### config.mk
export PLATFORM = sky130hd
export DESIGN_NAME = ram_stream_loader
export DESIGN_NICKNAME = d
export VERILOG_FILES = /design/src/rtl/ram_stream_loader_pkg.sv /design/src/rtl/ram_stream_loader_byte_word_packer.sv /design/src/rtl/ram_stream_loader.sv
export SDC_FILE = /design/constraint.sdc
export NUM_CORES = 1
export LEC_CHECK = 0
export CAP_MARGIN = 10
export CORE_UTILIZATION = 35
export DETAILED_ROUTE_END_ITERATION = 10
export MAX_ROUTING_LAYER = met4
export PLACE_DENSITY = 0.58
export SETUP_SLACK_MARGIN = 0.2
export SYNTH_ARGS = -nofsm -noshare
export SYNTH_HDL_FRONTEND = slang
export SYNTH_HIERARCHICAL = 1
export SYNTH_SLANG_ARGS = --single-unit
### constraint.sdc
create_clock -name clk -period 2.5 [get_ports clk]
set_input_delay 0.5 -clock clk [delete_from_list [all_inputs] [get_ports clk]]
set_output_delay 0.5 -clock clk [all_outputs]
set_load 0.05 [all_outputs]
### src/rtl/ram_stream_loader_pkg.sv
// Shared types and width helpers for the RAM byte-stream loader.
// Covers the FSM state encoding, bytes-per-word and the word_count width.
package ram_stream_loader_pkg;

    typedef enum logic [1:0] {
        IDLE    = 2'd0,
        COLLECT = 2'd1,
        WRITE   = 2'd2,
        DONE    = 2'd3
    } state_e;

    function automatic int bytes_per_word(input int data_width);
        return data_width / 8;
    endfunction

    // word_count is one bit wider than an address so a full RAM fill is expressible
    function automatic int count_width(input int addr_width);
        return addr_width + 1;
    endfunction

endpackage

### src/rtl/ram_stream_loader_byte_word_packer.sv
// Little-endian byte-to-word packer: byte k of a word lands in bits [8k+7:8k].
// The word output already contains the byte being accepted this cycle.
module byte_word_packer
    import ram_stream_loader_pkg::*;
#(
    parameter int DATA_WIDTH = 32
) (
    input  logic                  clk,
    input  logic                  reset,
    input  logic                  clear,
    input  logic                  accept,
    input  logic [7:0]            byte_data,
    output logic [DATA_WIDTH-1:0] word,
    output logic                  last_byte
);

    localparam int BYTES = bytes_per_word(DATA_WIDTH);
    localparam int IDX_W = (BYTES > 1) ? $clog2(BYTES) : 1;

    logic [DATA_WIDTH-1:0] word_r;
    logic [DATA_WIDTH-1:0] word_s;
    logic [IDX_W-1:0]      idx_r;

    // Merge the incoming byte into its lane
    always_comb begin
        word_s = word_r;
        for (int k = 0; k < BYTES; k++) begin
            if (accept && (idx_r == IDX_W'(k))) begin
                word_s[8*k +: 8] = byte_data;
            end else begin
                word_s[8*k +: 8] = word_r[8*k +: 8];
            end
        end
    end

    // Byte lane index and partial word storage
    always_ff @(posedge clk) begin
        if (reset || clear) begin
            word_r <= {DATA_WIDTH{1'b0}};
            idx_r  <= {IDX_W{1'b0}};
        end else if (accept) begin
            if (last_byte) begin
                word_r <= {DATA_WIDTH{1'b0}};
                idx_r  <= {IDX_W{1'b0}};
            end else begin
                word_r <= word_s;
                idx_r  <= idx_r + IDX_W'(1);
            end
        end else begin
            word_r <= word_r;
            idx_r  <= idx_r;
        end
    end

    assign word      = word_s;
    assign last_byte = (idx_r == IDX_W'(BYTES - 1));

endmodule

### src/rtl/ram_stream_loader.sv
// Byte-stream RAM loader: packs stream bytes into words and writes them to
// consecutive RAM addresses starting at a programmed base.
module ram_stream_loader
    import ram_stream_loader_pkg::*;
#(
    parameter int DATA_WIDTH = 32,
    parameter int ADDR_WIDTH = 12
) (
    input  logic                                clk,
    input  logic                                reset,
    input  logic                                start,
    input  logic [ADDR_WIDTH-1:0]               base_addr,
    input  logic [count_width(ADDR_WIDTH)-1:0]  word_count,
    input  logic [7:0]                          s_data,
    input  logic                                s_valid,
    output logic                                s_ready,
    output logic [ADDR_WIDTH-1:0]               addr_w,
    output logic [DATA_WIDTH-1:0]               data_in,
    output logic                                we,
    output logic                                busy,
    output logic                                done
);

    localparam int CW = count_width(ADDR_WIDTH);

    state_e                state_r;
    state_e                next_state_s;
    logic [ADDR_WIDTH-1:0] addr_cnt_r;
    logic [CW-1:0]         remaining_r;
    logic [ADDR_WIDTH-1:0] addr_w_r;
    logic [DATA_WIDTH-1:0] data_in_r;
    logic                  s_ready_r;
    logic                  we_r;
    logic                  busy_r;
    logic                  done_r;
    logic                  accept_s;
    logic                  launch_s;
    logic                  last_byte_s;
    logic [DATA_WIDTH-1:0] packed_word_s;

    assign accept_s = s_valid & s_ready_r;

    byte_word_packer #(
        .DATA_WIDTH (DATA_WIDTH)
    ) u_packer (
        .clk       (clk),
        .reset     (reset),
        .clear     (launch_s),
        .accept    (accept_s),
        .byte_data (s_data),
        .word      (packed_word_s),
        .last_byte (last_byte_s)
    );

    // Next-state decode
    always_comb begin
        next_state_s = state_r;
        launch_s     = 1'b0;
        case (state_r)
            IDLE: begin
                if (start) begin
                    launch_s = 1'b1;
                    if (word_count == CW'(0)) begin
                        next_state_s = DONE;
                    end else begin
                        next_state_s = COLLECT;
                    end
                end else begin
                    next_state_s = IDLE;
                end
            end
            COLLECT: begin
                if (accept_s && last_byte_s) begin
                    next_state_s = WRITE;
                end else begin
                    next_state_s = COLLECT;
                end
            end
            WRITE: begin
                if (remaining_r == CW'(1)) begin
                    next_state_s = DONE;
                end else begin
                    next_state_s = COLLECT;
                end
            end
            DONE:    next_state_s = IDLE;
            default: next_state_s = IDLE;
        endcase
    end

    // State register
    always_ff @(posedge clk) begin
        if (reset) begin
            state_r <= IDLE;
        end else begin
            state_r <= next_state_s;
        end
    end

    // Address and remaining-word counters; start outside IDLE never reaches here
    always_ff @(posedge clk) begin
        if (reset) begin
            addr_cnt_r  <= {ADDR_WIDTH{1'b0}};
            remaining_r <= {CW{1'b0}};
        end else if (launch_s) begin
            addr_cnt_r  <= base_addr;
            remaining_r <= word_count;
        end else if (state_r == WRITE) begin
            addr_cnt_r  <= addr_cnt_r + ADDR_WIDTH'(1);
            remaining_r <= remaining_r - CW'(1);
        end else begin
            addr_cnt_r  <= addr_cnt_r;
            remaining_r <= remaining_r;
        end
    end

    // Outputs registered from the next state so they align with the state they describe
    always_ff @(posedge clk) begin
        if (reset) begin
            s_ready_r <= 1'b0;
            we_r      <= 1'b0;
            busy_r    <= 1'b0;
            done_r    <= 1'b0;
            addr_w_r  <= {ADDR_WIDTH{1'b0}};
            data_in_r <= {DATA_WIDTH{1'b0}};
        end else begin
            s_ready_r <= (next_state_s == COLLECT);
            we_r      <= (next_state_s == WRITE);
            busy_r    <= (next_state_s != IDLE);
            done_r    <= (next_state_s == DONE);
            if (next_state_s == WRITE) begin
                addr_w_r  <= addr_cnt_r;
                data_in_r <= packed_word_s;
            end else begin
                addr_w_r  <= addr_w_r;
                data_in_r <= data_in_r;
            end
        end
    end

    assign s_ready = s_ready_r;
    assign we      = we_r;
    assign busy    = busy_r;
    assign done    = done_r;
    assign addr_w  = addr_w_r;
    assign data_in = data_in_r;

endmodule

# Word-level counts from Yosys, hierarchy flattened
# Cells that the tools add are included.
# Widths: inputs -> output; s select.
# classes
n_eq_ne	10
add_sub_neg	3
mux	17
n_reduce_logical	10
n_bitwise	1
# op_table
op	n
$mux 32	1
$mux 8	4
$mux 13	2
$mux 12	2
$eq 13x1->1 const B	1
$logic_not 13->1	1
$sub 13x1->13 const B	1
$add 12x1->12 const B	1
$eq 2x2->1 const B	6
$mux 2	5
$pmux 2 s4	1
$eq 2x1->1 const B	3
$logic_and 1x1->1	4
$logic_not 2->1	2
$reduce_bool 2->1	2
$add 2x1->2 const B	1
$mux 1	2
$and 1x1->1	1
$logic_or 1x1->1	1
# word_totals
inputBits	37
regBits	109
output_inout_bits	48
wordCells	52

# Longest topological paths before layout
# Gate-level depths: netlist of the first run.
# depth
word_depth	5
ltp_mapped	9
depth_no_buf	6

# Modules after synthesis
# Netlist of the first run, hierarchy kept.
# modules_own_cells
mod	cells_per_inst	seq_area_each_um2	n_inst	area_each_um2
ram_stream_loader	403	1501.4	1	3244.4
byte_word_packer	140	680.7	1	1785.5

# Worst setup path after synthesis of the first run
# Ideal clock, no wire load.
# synth_path
kind	input -> register
start	input port start
end	register u_packer.word_r[16]
cell_stages	9
setup_slack_ps	362
required_time_ps	2383
t_arrival_ps	2021
n_path_buf	5
setup_time_ps	117
path_cell_list	buf_2 -> or3b_1 -> buf_2 -> inv_4 -> buf_4 -> buf_2 -> nor2_2 -> buf_2 -> a32o_1
# synth_between
elab_chain_cells	3
# synth_rtl
element	line	source
start: declaration	ram_stream_loader.sv:11	input logic start,
$mux 1	ram_stream_loader.sv:61	if (start) begin
$mux 1	ram_stream_loader.sv:59	case (state_r)
via launch_s	ram_stream_loader.sv:37	logic launch_s;
$logic_or 1x1->1	ram_stream_loader_byte_word_packer.sv:38	if (reset || clear) begin
end signal: assignment	ram_stream_loader_byte_word_packer.sv:39	word_r <= {DATA_WIDTH{1'b0}};
end signal: assignment	ram_stream_loader_byte_word_packer.sv:43	word_r <= {DATA_WIDTH{1'b0}};
end signal: assignment	ram_stream_loader_byte_word_packer.sv:46	word_r <= word_s;
end: declaration	ram_stream_loader_byte_word_packer.sv:20	logic [DATA_WIDTH-1:0] word_r;
# The timed path passes the listed nets, and every way through them passes these cells.
# A chain may end at the register's enable or synchronous reset.

# Worst setup path in the final report of the first run
# layout_path
start	register data_in_r[22] (netlist: data_in[22])
end	output port data_in[22]
# layout_rtl
element	line	source
start: declaration	ram_stream_loader.sv:31	logic [DATA_WIDTH-1:0] data_in_r;
start signal: assignment	ram_stream_loader.sv:125	data_in_r <= {DATA_WIDTH{1'b0}};
start signal: assignment	ram_stream_loader.sv:133	data_in_r <= packed_word_s;
start signal: assignment	ram_stream_loader.sv:136	data_in_r <= data_in_r;
end: declaration	ram_stream_loader.sv:18	output logic [DATA_WIDTH-1:0] data_in,
# No word-level cell between the ends.

==> impl_metrics.csv, run 1 <==
group,metric,value,unit
global_routing,grt_overflow_total,0,
die,die_h,122,um
cts,cts_buffer_depth,2,
setup_path,crit_family,"buffers and inverters",
logic_synthesis,ys_seq_elements,109,
cells_and_area,drive_above_1_share,13.4,%
cts,htreeDepth,3,
timing,report.final.slew_viol_count,0,
timing,skew,0.00794,ns
logic_synthesis,async_reset_ff_share,0,%
timing,setup_viol,0,
outcome,status,"finished clean",
power,power,3.82,mW
placed_design,placed_area,6020,um^2
power,cellPowerDensity,600,nW/um^2
placed_design,place_inst,784,
die,placementRows,43,
logic_synthesis,syn_area,5030,um^2
drt,vias_per_cell,5.38,
cts,clkLatencyLatePin,0.35,ns
cts,root_buffer,"clkbuf_16",
die,initial_core_util,36.1,%
setup_path,r2r_cells,6,
setup_path,worst_setup_path_end_kind,"output port",
cts,path_clk_slew,0.07,ns
global_routing,grt_max_degree,54,
run,drv_cap,0,
setup_path,crit_chain,"clkdlybuf4s50_1",
setup_path,cp_slowest_stage_delay,0.85,ns
timing,finalWorstSetupSlack,0.450,ns
setup_path,critPathRequiredTime,2.00,ns
logic_synthesis,synth_area_per_cell,9.26,um^2
setup_path,path_buf_inv,1,
logic_synthesis,ys_warn_count,6,
cells_and_area,n_fill_cell,1342,
die,die-area,14900,um^2
cells_and_area,stdcell_area,6360,um^2
placed_design,port-buffer-count,84,
die,core_area,13900,um^2
logic_synthesis,synth.distinct_cells,66,
drt,post_drt_wl_per_cell,16.6,um
global_routing,grt_use_met2,28.2,%
global_routing,grt_pass1_vias,4079,
setup_path,cp_data_arrival_time,1.55,ns
setup_path,cp_slowest_cell,"clkdlybuf4s50_1",
worst_hold_path,hold_path_class,"flip-flop to flip-flop",
global_routing,grt_usage,19.1,%
cells_and_area,layout.nets,659,
setup_path,cp_num_cells,1,
placed_design,dp_hpwl,9160,um
global_routing,use_met1,26.1,%
timing,rsz0062_at_grt,"no",
placed_design,place.gp.congestion,0.837,
timing,finalCritPeriodShare,82.0,%
drt,dr.pass1.iters,5,
timing,hold_ws,0.452,ns
timing,tightest_slew,0.698,ns
die,pin_count,85,
global_routing,antenna_found_initial,0,
power,ir_worst_vdd,0.309,mV
setup_path,crit_fanout,2,
setup_path,crit_type,"flip-flop to output port",
logic_synthesis,yosysSeqAreaShare,43.4,%
logic_synthesis,syn_inst,543,
worst_hold_path,min_path_cells,2,
global_routing,grt_pass1_wl,21400,um
logic_synthesis,synth_edf_count,0,
cts,cts_tree,"built",
timing,slew_headroom,53.3,%
drt,detail-route-antenna-nets,0,
timing,hold_violations,0,
timing,fmax,488,MHz
cells_and_area,synthToLayoutAreaGrowth,26.5,%
cells_and_area,stdcell_count,800,
power,power.leakage,2.27,nW
timing,finalCriticalPeriod,2.05,ns
drt,via_count,4300,
placed_design,pre_cts_slack,-0.0620,ns
logic_synthesis,syn_nets,587,
cts,cts_buffers,9,
drt,wl,13300,um
cts,numClockSinks,109,
die,die_w,122,um
global_routing,top_usage_layer,"met2",
drt,drt-initial-drc-count,276,
setup_path,startpoint_type,"flip-flop",
logic_synthesis,synthFlopType,"dfxtp_1",
cells_and_area,diodes,0,
drt,drc,0,
global_routing,grt_util_met3,3.04,%
==> cells by family (layout without fill, tap and decap cells) <==
group / Yosys count / count (layout) / share of synthesized area, %
AOI/OAI and AO/OA: 141 / 141 / 18.9
xor gates and xnor gates: 5 / 5 / 0.871
adders and majority gates: 7 / 7 / 1.74
buffers and inverters: 46 / 123 / 4.18
DFF: 109 / 109 / 43.4
muxes: 34 / 34 / 9.35
and+or+nand+nor: 201 / 201 / 21.6
==> report_power, final <==
part	internal, mW	switching, mW	total [mW]
clock network	0.939	0.643	1.58
registers	1.78	0.0490	1.83
logic	0.185	0.227	0.412
==> metal layers <==
metal,vias to the layer above,wire length (um)
li1,2122,-
met1,2051,6550
met2,111,5890
met3,16,629
met4,0,202
met5,-,0
==> metrics by stage <==
stage          TNS [ns]  util [%]
6_report              0      45.7
5_1_grt               0      45.7
4_1_cts               0      45.6
3_5_place_dp      -1.48      43.2
3_3_place_gp          0      43.2
2_1_floorplan         0         -
==> sequential cells by signal (all words and copies together), names as in the netlist <==
signal / count
addr_w: 12
done: 1
addr_cnt_r: 12
s_ready: 1
u_packer/idx_r: 2
busy: 1
we: 1
remaining_r: 13
state_r: 2
data_in: 32
u_packer/word_r: 32
==> layout make-up <==
type / instances / area [um^2] / area share (%)
multi-input cells: 388 / 2650 / 41.6
flip-flops and latches: 109 / 2180 / 34.3
repair buffers: 98 / 941 / 14.8
clock buffers: 12 / 256 / 4.03
well taps: 180 / 225 / 3.54
clock inverters: 4 / 77.6 / 1.22
inverters: 9 / 36.3 / 0.570
==> synth_stat cells (5+ instances only) <==
cell,instances,area share (%)
a211oi_1,9,1.3
a21oi_1,61,6.1
a32o_1,24,4.8
and3_1,11,1.4
buf_2,12,1.2
clkbuf_1,21,1.6
dfxtp_1,109,43
ha_1,7,1.7
inv_1,8,0.60
mux2_2,8,1.8
mux2_4,24,7.2
nand2_1,96,7.2
nand3_1,5,0.50
nand4_1,6,0.75
nor2_1,18,1.3
nor2b_1,8,1.0
nor3_1,7,0.70
nor3b_1,6,0.90
nor4_1,6,0.75
o21ai_0,13,1.3
==> final timing paths <==
check / startpoint / endpoint / slack [ns]
setup reg to reg: u_packer/idx_r[0] / addr_w[1] / 0.57
setup / recovery: data_in[22] / data_in[22] / 0.45
hold / removal: data_in[18] / data_in[18] / 0.45
hold reg to reg: data_in[18] / data_in[18] / 0.45
==> layout by cell type (no fill, tap or decap), types with 8 or more instances in the layout <==
cell type	count
dfxtp_1	109
nand2_1	96
clkdlybuf4s50_1	83
a21oi_1	61
mux2_4	24
a32o_1	24
nor2_1	18
buf_4	14
o21ai_0	13
and3_1	11
a211oi_1	9
clkbuf_16	9
inv_1	8
mux2_2	8
==> what timing repair did <==
item,CTS,global route
hold buffers,0,0
setup endpoints to repair,0,6
buffers inserted,0,0
gates resized for setup,0,1
Note: power is estimated with default switching activity, not from simulation.
==> run 2, diff against run 1 <==
==> constraint.sdc (replaced) <==
create_clock -name clk -period 1.9 [get_ports clk]
set_input_delay 0.38 -clock clk [delete_from_list [all_inputs] [get_ports clk]]
set_output_delay 0.38 -clock clk [all_outputs]
set_load 0.05 [all_outputs]
==> impl_metrics.csv, run 2 (synthesis results as in run 1) <==
group,metric,value,unit
timing,rsz0062_at_grt,"yes",
outcome,status,"finished clean",
cells_and_area,stdcell_count,824,
die,core_area,13900,um^2
setup_path,crit_fanout,11,
cells_and_area,final_cell_mix,"dfxtp_1 (107), nand2_1 (96), buf_4 (75)",
drt,drt-initial-drc-count,181,
drt,detail-route-antenna-nets,0,
setup_path,worst_setup_path_end_kind,"flip-flop",
setup_path,r2r_cells,4,
global_routing,grt_pass1_vias,4235,
worst_hold_path,hold_path_class,"flip-flop to flip-flop",
setup_path,startpoint_type,"input port",
cts,postCtsHoldBufs,0,
setup_path,path_buf_inv,3,
global_routing,grt_usage,19.3,%
global_routing,antenna_found_initial,0,
placed_design,place.gp.congestion,0.792,
die,initial_core_util,36.1,%
timing,hold_violations,0,
timing,skew,0.00798,ns
timing,report.final.slew_viol_count,0,
timing,slew_headroom,55.6,%
cts,htreeDepth,3,
cells_and_area,synthToLayoutAreaGrowth,30.2,%
drt,vias_per_cell,5.30,
setup_path,cp_slowest_stage_delay,0.53,ns
setup_path,cp_data_arrival_time,1.90,ns
cts,path_clk_slew,0.07,ns
setup_path,startpoint,"s_valid",
die,placementRows,43,
die,pin_count,85,
timing,fmax,605,MHz
setup_path,crit_chain,"clkdlybuf4s50_1 > and2_1 > buf_12 > buf_4 > o21ai_2 > a32o_1",
power,power.leakage,2.52,nW
timing,finalCritPeriodShare,87.0,%
run,drv_cap,0,
cells_and_area,layout_commonest_cell,"dfxtp_1",
setup_path,reg2reg_from,"remaining_r[7]",
drt,drc,0,
setup_path,rrSetupSlack,0.26,ns
drt,wl,13500,um
cts,clkLatencyLatePin,0.36,ns
placed_design,port-buffer-count,84,
setup_path,r2r-end,"s_ready",
setup_path,crit_type,"input port to flip-flop",
timing,fin_tns_setup,0,ns
cts,numClockSinks,109,
worst_hold_path,holdCritStartpoint,"data_in[10]",
cts,root_buffer,"clkbuf_16",
power,power,4.94,mW
die,die-area,14900,um^2
cts,cts_buffers,9,
timing,tightest_slew,0.665,ns
timing,setup_viol,0,
setup_path,critPathRequiredTime,2.15,ns
power,cellPowerDensity,754,nW/um^2
global_routing,grt_overflow_total,0,
die,die_h,122,um
cells_and_area,drive_above_1_share,26.2,%
drt,dr.pass1.iters,4,
placed_design,place_inst,809,
global_routing,grt_max_degree,33,
power,ir_worst_vdd,0.385,mV
cts,cts_tree,"built",
die,die_w,122,um
timing,finalCriticalPeriod,1.65,ns
cells_and_area,diodes,0,
setup_path,cp_num_cells,6,
setup_path,crit_family,"buffers and inverters",
drt,via_count,4370,
cts,cts_buffer_depth,2,
setup_path,cp_slowest_cell,"clkdlybuf4s50_1",
global_routing,grt_pass1_wl,21600,um
cells_and_area,layout.nets,684,
placed_design,dp_hpwl,9770,um
drt,post_drt_wl_per_cell,16.4,um
setup_path,endpoint,"u_packer/word_r[11]",
cts,post_cts_buffers,0,
==> run 2: report_power, final <==
part	switching [mW]	internal (mW)	total, mW	leakage, nW
Clock	0.881	1.03	1.91	0.143
Combinational	0.322	0.301	0.622	1.50
Sequential	0.0679	2.34	2.41	0.884
Total	1.27	3.67	4.94	2.52
==> run 2: per-stage QoR <==
stage	cell area (um^2)	util, %	setup WS [ns]	hold WS, ns
4_1_cts	6470	46.4	0.207	0.459
5_1_grt	6550	47.0	0.194	0.472
6_report	6550	47.0	0.247	0.456
3_3_place_gp	6160	44.2	-0.405	0.447
3_5_place_dp	6160	44.2	-0.467	0.449
2_1_floorplan	5080	-	0.0639	0.445
==> run 2: area by class of cell <==
cell class	count	area [um^2]
fillers	1351	7390
repair buffers	123	1080
flip-flops and latches	109	2180
inverters	9	38.8
multi-input cells	388	2730
clock buffers	9	225
well taps	180	225
clock inverters	6	68.8
==> run 2: worst min path at each step <==
stage / end / cells after the start
2_1_floorplan: addr_w[10] / 2
4_1_cts: data_in[10] / 2
5_1_grt: data_in[10] / 2
6_report: data_in[10] / 2
3_3_place_gp: data_in[11] / 2
3_5_place_dp: data_in[10] / 2
==> run 2: repair_timing <==
action                     4_1_cts  5_1_grt
resized for setup               12       19
pin swaps                        1        1
setup endpoints to repair       54       57
==> run 2: tightest hold or removal path, stage by stage (launching register included) <==
cell and delay, ns:
dfxtp_1 0.31, nand2_1 0.05, a21oi_1 0.05
==> run 2: routing by layer <==
layer / track usage, % / up-vias / wire [um] / part of all wire, %
li1: - / 2177 / - / -
met1: 25.8 / 2081 / 6690 / 50
met2: 28.7 / 98 / 6010 / 44
met3: 3.56 / 14 / 588 / 4.4
met4: 7.56 / 0 / 217 / 1.6
met5: - / - / 0 / 0
==> run 3, diff against run 2 <==
--- a/config.mk
+++ b/config.mk
@@ -9,8 +9,9 @@
 export CORE_UTILIZATION = 35
 export DETAILED_ROUTE_END_ITERATION = 10
 export MAX_ROUTING_LAYER = met4
-export PLACE_DENSITY = 0.58
+export PLACE_DENSITY = 0.68
 export SETUP_SLACK_MARGIN = 0.2
+export SLEW_MARGIN = 20
 export SYNTH_ARGS = -nofsm -noshare
 export SYNTH_HDL_FRONTEND = slang
 export SYNTH_HIERARCHICAL = 1
==> impl_metrics.csv, run 3 (synthesis results as in run 1) <==
group,metric,value,unit
outcome,status,"finished clean",
setup_path,cp_data_arrival_time,1.96,ns
drt,drc,0,
drt,post_drt_wl_per_cell,16.3,um
cts,postCtsHoldBufs,0,
cells_and_area,synthToLayoutAreaGrowth,29.5,%
drt,wl,13400,um
placed_design,place.gp.congestion,0.865,
die,die_w,122,um
worst_hold_path,min_path_cells,2,
setup_path,critPathRequiredTime,2.19,ns
global_routing,grt_overflow_total,0,
setup_path,cp_slowest_cell,"or4_1",
placed_design,pre_cts_slack,-0.502,ns
drt,via_count,4408,
global_routing,grt_pass1_wl,21700,um
cells_and_area,stdcell_area,6510,um^2
power,ir_worst_vdd,0.505,mV
placed_design,dp_hpwl,9640,um
drt,dr.pass1.iters,5,
die,pin_count,85,
global_routing,grt_pass1_vias,4219,
cts,path_clk_slew,0.07,ns
power,power.leakage,2.51,nW
cells_and_area,drive_above_1_share,25.5,%
worst_hold_path,hold_path_class,"flip-flop to flip-flop",
placed_design,port-buffer-count,84,
global_routing,grt_max_degree,61,
die,die_h,122,um
setup_path,endpoint,"remaining_r[5]",
die,core_area,13900,um^2
setup_path,crit_chain,"buf_4 > or4_1 > nor4_1 > o22ai_1 > a21oi_1",
timing,report.final.slew_viol_count,0,
cells_and_area,layout.nets,678,
setup_path,reg2reg_from,"remaining_r[0]",
cells_and_area,n_fill_cell,1322,
timing,finalCriticalPeriod,1.67,ns
setup_path,crit_type,"flip-flop to flip-flop",
global_routing,grt_usage,19.3,%
drt,detail-route-antenna-nets,0,
cts,cts_tree,"built",
timing,rsz0062_at_grt,"yes",
drt,vias_per_cell,5.38,
cells_and_area,layout_commonest_cell,"dfxtp_1",
die,placementRows,43,
cts,numClockSinks,109,
cells_and_area,diodes,0,
run,drv_cap,0,
setup_path,startpoint_type,"flip-flop",
setup_path,rrSetupSlack,0.23,ns
die,die-area,14900,um^2
cts,htreeDepth,3,
cells_and_area,final_cell_mix,"dfxtp_1 (107), nand2_1 (96), buf_4 (70)",
setup_path,cp_slowest_stage_delay,0.61,ns
setup_path,r2r_cells,5,
timing,skew,0.00480,ns
power,cellPowerDensity,767,nW/um^2
setup_path,crit_fanout,6,
drt,drt-initial-drc-count,285,
setup_path,startpoint,"remaining_r[0]",
timing,fmax,598,MHz
timing,hold_violations,0,
setup_path,worst_setup_path_end_kind,"flip-flop",
setup_path,r2r-end,"remaining_r[5]",
timing,finalCritPeriodShare,88.1,%
die,initial_core_util,36.1,%
timing,tightest_slew,0.681,ns
cts,clkLatencyLatePin,0.36,ns
placed_design,placed_area,6110,um^2
timing,setup_viol,0,
timing,finalWorstSetupSlack,0.227,ns
global_routing,antenna_found_initial,0,
cells_and_area,multi_input_area,2720,um^2
cts,cts_buffer_depth,2,
timing,slew_headroom,54.5,%
cts,cts_buffers,9,
cells_and_area,register_area,2180,um^2
cts,root_buffer,"clkbuf_16",
run 3: cell types whose count changed in the layout (fill, tap and decap cells not counted), sizes merged:
| cell | delta |
|---|---|
| buf | -6 |
| clkbuf | +2 |
| clkinv | -1 |
| clkinvlp | -1 |
| dlygate4sd2 | -1 |
| dlymetal6s2s | +1 |
| inv | +1 |
run 3: report_power, final:
part           internal [mW]  leakage, nW  switching [mW]  total, mW
logic                  0.293         1.47           0.318      0.610
clock network           1.08        0.152           0.900       1.98
registers               2.34        0.884          0.0678       2.41
run 3: stage by stage:
stage / cells / utilization [%] / total power, mW / hold WS [ns] / setup TNS, ns
3_5_place_dp: 801 / 43.8 / 3.03 / 0.448 / -21.42
5_1_grt: 819 / 46.7 / 5.18 / 0.480 / 0
2_1_floorplan: 543 / - / 2.81 / 0.445 / 0
3_3_place_gp: 801 / 43.8 / 3.01 / 0.450 / -16.61
4_1_cts: 819 / 46.3 / 5.02 / 0.456 / 0
6_report: 819 / 46.7 / 5.00 / 0.452 / 0
run 3: timing repair:
item,4_1_cts,5_1_grt
buffers inserted,2,0
resized for setup,12,19
pin swaps,2,2
endpoints found under the setup margin,47,57
run 3: worst min-delay path by stage:
| stage | from | to | slack [ns] |
|---|---|---|---|
| finish | addr_w[10] | addr_w[10] | 0.45 |
| global route | addr_w[10] | addr_w[10] | 0.48 |
| CTS | addr_w[10] | addr_w[10] | 0.46 |
| detailed placement | addr_w[10] | addr_w[10] | 0.45 |
| global placement | addr_w[11] | addr_w[11] | 0.45 |
| floorplan | addr_cnt_r[10] | addr_w[10] | 0.44 |
run 3: cell type report:
class	count	share of cell area, %
clock inverters	5	0.999
inverters	9	0.596
multi-input cells	388	41.7
repair buffers	117	16.0
clock buffers	11	3.73
flip-flops and latches	109	33.5
well taps	180	3.46
run 3: routing by layer:
| layer | global-route usage, % | up-vias | share of wire, % |
|---|---|---|---|
| met4 | 6.71 | 0 | 2.0 |
| met2 | 29.0 | 150 | 45 |
| met1 | 25.7 | 2068 | 48 |
| met3 | 3.79 | 21 | 5.0 |
| li1 | - | 2169 | - |
| met5 | - | - | 0 |
run 3: critical path, delay by kind of cell, from the launching register on:
kind            cells  cell delay, ns
flops               1            0.31
simple gates        2            0.86
buf+inv             1            0.15
compound gates      2            0.27
